### src/rtl/rgb_pwm_pkg.sv
// rgb_pwm_pkg: constants and types shared by the RGB PWM output stage,
// the fade generators and the bench.
//   PWM_INTERVAL_DEF : default PWM period in clk cycles (100 us at 12 MHz)
//   CLK_HZ           : system clock frequency
//   channel_t        : channel index (red, green, blue)
package rgb_pwm_pkg;

    localparam int unsigned PWM_INTERVAL_DEF = 1200;
    localparam int unsigned CLK_HZ           = 12_000_000;

    typedef enum logic [1:0] {
        CH_R = 2'd0,
        CH_G = 2'd1,
        CH_B = 2'd2
    } channel_t;

endpackage

### src/rtl/rgb_pwm_channel.sv
// pwm_channel: one PWM channel of rgb_pwm.
// Holds the shadow duty register, the compare against the shared period
// counter, the pin polarity and the output register.
//   clk, rst : clock, asynchronous active-high reset
//   enable   : 0 forces the pin to its off level
//   load     : high in the last cycle of a period; captures duty
//   cnt      : shared period counter
//   duty     : requested on-time in clk cycles per period
//   led      : registered pin drive (polarity set by ACTIVE_LOW)
module pwm_channel #(
    parameter int unsigned DUTY_W     = 11,
    parameter bit          ACTIVE_LOW = 1'b1
) (
    input  logic              clk,
    input  logic              rst,
    input  logic              enable,
    input  logic              load,
    input  logic [DUTY_W-1:0] cnt,
    input  logic [DUTY_W-1:0] duty,
    output logic              led
);

    logic [DUTY_W-1:0] duty_act;
    logic              on;

    // Shadow register: duty only changes at the period boundary so a pulse
    // is never truncated or stretched mid-period.
    always_ff @(posedge clk or posedge rst) begin
        if (rst) begin
            duty_act <= '0;
        end else if (load) begin
            duty_act <= duty;
        end
    end

    // Duty values at or above the period length never fail this compare,
    // which gives a fully-on period without any clamp.
    always_comb begin
        on = enable && (cnt < duty_act);
    end

    always_ff @(posedge clk or posedge rst) begin
        if (rst) begin
            led <= ACTIVE_LOW;
        end else begin
            led <= on ^ ACTIVE_LOW;
        end
    end

endmodule

### src/rtl/rgb_pwm.sv
// rgb_pwm: three-channel PWM output stage between the fade generators and
// the RGB LED pins. One shared period counter; each channel has its own
// shadow duty register loaded at the period boundary.
//   clk, rst        : 12 MHz clock, asynchronous active-high reset
//   enable          : 0 forces all LEDs off; counter keeps running
//   duty_r/g/b      : on-time per period in clk cycles (unsigned, unclamped)
//   led_r/g/b       : registered pin drives, polarity per ACTIVE_LOW
//   period_start    : one-cycle pulse while cnt == 0 after a wrap
module rgb_pwm
    import rgb_pwm_pkg::*;
#(
    parameter int unsigned PWM_INTERVAL = PWM_INTERVAL_DEF,
    parameter bit          ACTIVE_LOW   = 1'b1,
    parameter int unsigned DUTY_W       = $clog2(PWM_INTERVAL)
) (
    input  logic              clk,
    input  logic              rst,
    input  logic              enable,
    input  logic [DUTY_W-1:0] duty_r,
    input  logic [DUTY_W-1:0] duty_g,
    input  logic [DUTY_W-1:0] duty_b,
    output logic              led_r,
    output logic              led_g,
    output logic              led_b,
    output logic              period_start
);

    localparam logic [DUTY_W-1:0] CNT_LAST = DUTY_W'(PWM_INTERVAL - 1);

    logic [DUTY_W-1:0] cnt;
    logic              load;

    always_comb begin
        load = (cnt == CNT_LAST);
    end

    always_ff @(posedge clk or posedge rst) begin
        if (rst) begin
            cnt <= '0;
        end else if (load) begin
            cnt <= '0;
        end else begin
            cnt <= cnt + DUTY_W'(1);
        end
    end

    // Registered from the last count, so it is high while cnt == 0 after a
    // wrap and never in the first period after reset.
    always_ff @(posedge clk or posedge rst) begin
        if (rst) begin
            period_start <= 1'b0;
        end else begin
            period_start <= load;
        end
    end

    pwm_channel #(.DUTY_W(DUTY_W), .ACTIVE_LOW(ACTIVE_LOW)) u_ch_r (
        .clk(clk), .rst(rst), .enable(enable), .load(load),
        .cnt(cnt), .duty(duty_r), .led(led_r)
    );

    pwm_channel #(.DUTY_W(DUTY_W), .ACTIVE_LOW(ACTIVE_LOW)) u_ch_g (
        .clk(clk), .rst(rst), .enable(enable), .load(load),
        .cnt(cnt), .duty(duty_g), .led(led_g)
    );

    pwm_channel #(.DUTY_W(DUTY_W), .ACTIVE_LOW(ACTIVE_LOW)) u_ch_b (
        .clk(clk), .rst(rst), .enable(enable), .load(load),
        .cnt(cnt), .duty(duty_b), .led(led_b)
    );

endmodule

### config.mk
export PLATFORM = sky130hd
export DESIGN_NAME = rgb_pwm
export DESIGN_NICKNAME = d
export VERILOG_FILES = /design/src/rtl/rgb_pwm_pkg.sv /design/src/rtl/rgb_pwm_channel.sv /design/src/rtl/rgb_pwm.sv
export SDC_FILE = /design/constraint.sdc
export NUM_CORES = 1
export LEC_CHECK = 0
export BUFFER_PORTS_ARGS = -buffer_cell sky130_fd_sc_hd__buf_2
export CORE_ASPECT_RATIO = 1.25
export CORE_MARGIN = 10
export CORE_UTILIZATION = 47
export CTS_BUF_LIST = sky130_fd_sc_hd__clkbuf_16
export DETAILED_ROUTE_END_ITERATION = 16
export GPL_ROUTABILITY_DRIVEN = 1
export HOLD_SLACK_MARGIN = 0.12
export PLACE_DENSITY = 0.75
export SLEW_MARGIN = 40
export SYNTH_ARGS = -nofsm -noshare
export SYNTH_HDL_FRONTEND = slang
export SYNTH_HIERARCHICAL = 1
export SYNTH_SLANG_ARGS = --single-unit
### constraint.sdc
create_clock -name clk -period 2.55 [get_ports clk]
set_clock_uncertainty 0.15 [all_clocks]
set_input_delay 0 -clock clk [delete_from_list [all_inputs] [get_ports clk]]
set_output_delay 0 -clock clk [all_outputs]
set_load 0.01 [all_outputs]
==> flow_metrics.env <==
export IMPL_area_delta_synth_final_pct=30.80
export IMPL_gp_congestion=0.8138
export IMPL_p_int_mw=1.180
export IMPL_r2r_slack_ns=0.49
export IMPL_tns_ns=0
export IMPL_wl_per_cell_um=14.65
export IMPL_dp_final_hpwl_mm=4.413
export IMPL_arrival_ns=2.09
export IMPL_synth_seq_cells=48
export IMPL_synth_top_cell_area_share=0.4380
export IMPL_worstRegToRegCells=4
export IMPL_p_comb_frac=0.063
export IMPL_worstMarginPinSlew_ns=0.5034
export IMPL_timing_rr_end="u_ch_b/duty_act[0]$_DFFE_PP0P_"
export IMPL_seq_area_frac_synth=0.4686
export IMPL_grt_max_degree=43
export IMPL_finalCriticalPeriod_ns=2.062
export IMPL_hold_violations=0
export IMPL_portBuffers=39
export IMPL_setup_viol=0
export IMPL_grt_overflow_total=0
export IMPL_first_global_vias=2244
export IMPL_ir_drop_mv=0.2616
export IMPL_hold_class="in2async"
export IMPL_cts_buffers=5
export IMPL_vias=2151
export IMPL_syn_avg_cell_area_sq_um=9.703
export IMPL_crit_chain="nand4bb_1 > nor4_4 > buf_12 > mux2_2"
export IMPL_cts_root_buffer="clkbuf_16"
export IMPL_rows=30
export IMPL_swShare=0.2049
export IMPL_crit_slowest_cell="dfrtp_1"
export IMPL_syn_area_sq_um=2571
export IMPL_antenna_found_initial=0
export IMPL_die_w_um=86.16
export IMPL_yosys_warnings=6
export IMPL_ctsResizeCount=0
export IMPL_cts_buffer_depth=2
export IMPL_diodes=0
export IMPL_synthesis_nets=332
export IMPL_synth_area_leaders="dfrtp_1, ha_1, o21ai_0"
export IMPL_p_leak_nw=1.747
export IMPL_ioPinCount=40
export IMPL_dr_pass1_iters=4
export IMPL_cp_required_ns=2.57
export IMPL_final_antenna_net_count=0
export IMPL_track_usage=0.1421
export IMPL_start_util=0.4790
export IMPL_ys_flop_type="dfrtp_1"
export IMPL_grt_first_pass_wirelength_mm=10.21
export IMPL_cts_sinks=48
export IMPL_path_buf_inv=1
export IMPL_seqPwrFrac=0.516
export IMPL_htreeDepth=2
export IMPL_timing_slew_headroom=0.6640
export IMPL_first_iter_violations=91
export IMPL_drive_above_1_share=0.1763
export IMPL_yosysTopAreaCell="dfrtp_1"
export IMPL_crit_path_end_kind="flop"
export IMPL_dpl_instance_area_sq_um=2874
export IMPL_powerDensity_nw_per_um2=441.4
export IMPL_layout_nets=412
export IMPL_worstSetupPathType="reg2reg"
export IMPL_synth_distinct_cells=28
export IMPL_status="finished clean"
export IMPL_slowest_delay_ns=0.48
export IMPL_synthCells=265
export IMPL_p_switching_mw=0.3042
export IMPL_drt_wl_total_mm=6.008
export IMPL_rsz0062_at_grt="false"
export IMPL_chipHeight_um=102.7
export IMPL_final_max_slew_viol_count=0
export IMPL_vias_per_cell=5.246
export IMPL_worstPathMaxFanout=42
export IMPL_timing_rr_start="cnt[8]$_DFF_PP0_"
export IMPL_synthArstFlopShare=1.000
export IMPL_cts_tree="done"
export IMPL_drv_cap=0
export IMPL_synth_edf_count=0
export IMPL_fin_area_sq_um=3363
export IMPL_drcViolationCount=0
export IMPL_dieArea_sq_um=8848
export IMPL_clkPwrFrac=0.421
export IMPL_synth_common_cells="dfrtp_1, o21ai_0, nand2_1, inv_1, ha_1"
export IMPL_crit_family="simple AND/OR/NAND/NOR gates"
export IMPL_clkTransAtPathRegs_ns=0.06
export IMPL_period_share=0.8085
export IMPL_core_sq_um=5368
export IMPL_fmax_mhz=485.0
export IMPL_fin_hold_ws_ns=0.1511
export IMPL_clkLatencyLatePin_ns=0.29
export IMPL_start_kind="flop"
[worst register-to-register path, delay by kind of cell (launching register included)]
family / cells / cell delay, ns
multiplexers: 1 / 0.36
AND/OR/NAND/NOR: 2 / 0.72
flip-flops: 1 / 0.48
buffers and inverters: 1 / 0.24
[flip-flops by register name, summed over array words and instances (netlist names)]
signal           count
cnt                 11
u_ch_r/duty_act     11
u_ch_r/led           1
period_start         1
u_ch_b/led           1
u_ch_g/duty_act     11
u_ch_b/duty_act     11
u_ch_g/led           1
[area by class of cell]
cell class / instances / area, sq um
inverter: 34 / 127.6
sequential: 48 / 1205
timing repair buffer: 79 / 595.6
tap: 64 / 80.08
multi-input combinational: 177 / 1216
fill: 448 / 2004
clock buffer: 5 / 125.1
clock inverter: 3 / 13.76
[worst max path at each step]
| stage | start | end | depth (start not counted) |
|---|---|---|---|
| 3_5_place_dp | cnt[8]$_DFF_PP0_ | u_ch_b/duty_act[0]$_DFFE_PP0P_ | 4 |
| 6_report | cnt[8]$_DFF_PP0_ | u_ch_b/duty_act[0]$_DFFE_PP0P_ | 4 |
| 2_1_floorplan | cnt[8]$_DFF_PP0_ | u_ch_b/duty_act[4]$_DFFE_PP0P_ | 4 |
| 3_3_place_gp | cnt[6]$_DFF_PP0_ | u_ch_b/duty_act[0]$_DFFE_PP0P_ | 4 |
| 4_1_cts | cnt[6]$_DFF_PP0_ | u_ch_b/duty_act[0]$_DFFE_PP0P_ | 4 |
| 5_1_grt | cnt[6]$_DFF_PP0_ | u_ch_b/duty_act[0]$_DFFE_PP0P_ | 4 |
[layout by cell type (no fill, tap or decap), drive strengths merged]
master	count
o21ai	45
dfrtp	45
buf	44
nand2	40
dlygate4sd3	35
inv	34
ha	31
a21oi	12
nor2b	7
and4	6
xor2	5
clkbuf	5
nand3	4
nor2	3
and2	3
a211oi	3
a221o	3
mux2	3
dfstp	3
clkinv	3
nor3	2
nand4	2
or3	2
nand2b	1
nand4bb	1
nor4	1
o21bai	1
o31ai	1
or4	1
[metal layers]
metal  track usage  wire (um)  vias to the layer above
li1              -          -                     1060
met1        0.1596       2470                     1013
met2        0.2504       3070                       68
met3       0.03004        334                       10
met4       0.06599        133                        0
met5             0          0                        -
[power by group through the flow]
stage / Combinational, mW / Sequential, mW / Clock, mW
after floorplan: 0.0161 / 0.782 / 0
after global placement: 0.0523 / 0.780 / 0
after detailed placement: 0.0527 / 0.780 / 0
after CTS: 0.0934 / 0.766 / 0.639
after global routing: 0.104 / 0.766 / 0.666
final: 0.0931 / 0.766 / 0.625
[kinds of logic (layout without fill, tap and decap cells)]
family | count (synthesis) | after routing | synth area share
simple gates | 73 | 73 | 0.1533
compound gates | 65 | 65 | 0.1387
flops | 48 | 48 | 0.4686
buf+inv | 40 | 121 | 0.05839
fa+ha+maj | 31 | 31 | 0.1509
xor+xnor | 5 | 5 | 0.01703
mux | 3 | 3 | 0.01314
[metrics by stage]
step / std cells / power, mW / setup WS (ns) / utilization
2_1_floorplan: 265 / 0.7978 / 0.5988 / -
3_3_place_gp: 367 / 0.8326 / 0.5629 / 0.5354
3_5_place_dp: 367 / 0.8330 / 0.5029 / 0.5354
4_1_cts: 410 / 1.498 / 0.4926 / 0.6266
5_1_grt: 410 / 1.537 / 0.4383 / 0.6266
6_report: 410 / 1.485 / 0.4883 / 0.6266
[repair_timing]
item | 4_1_cts | 5_1_grt
hold buffers | 35 | 0
setup buffers | 0 | 0
hold endpoints to repair | 84 | 0
Note: power is estimated with default switching activity, not from simulation.
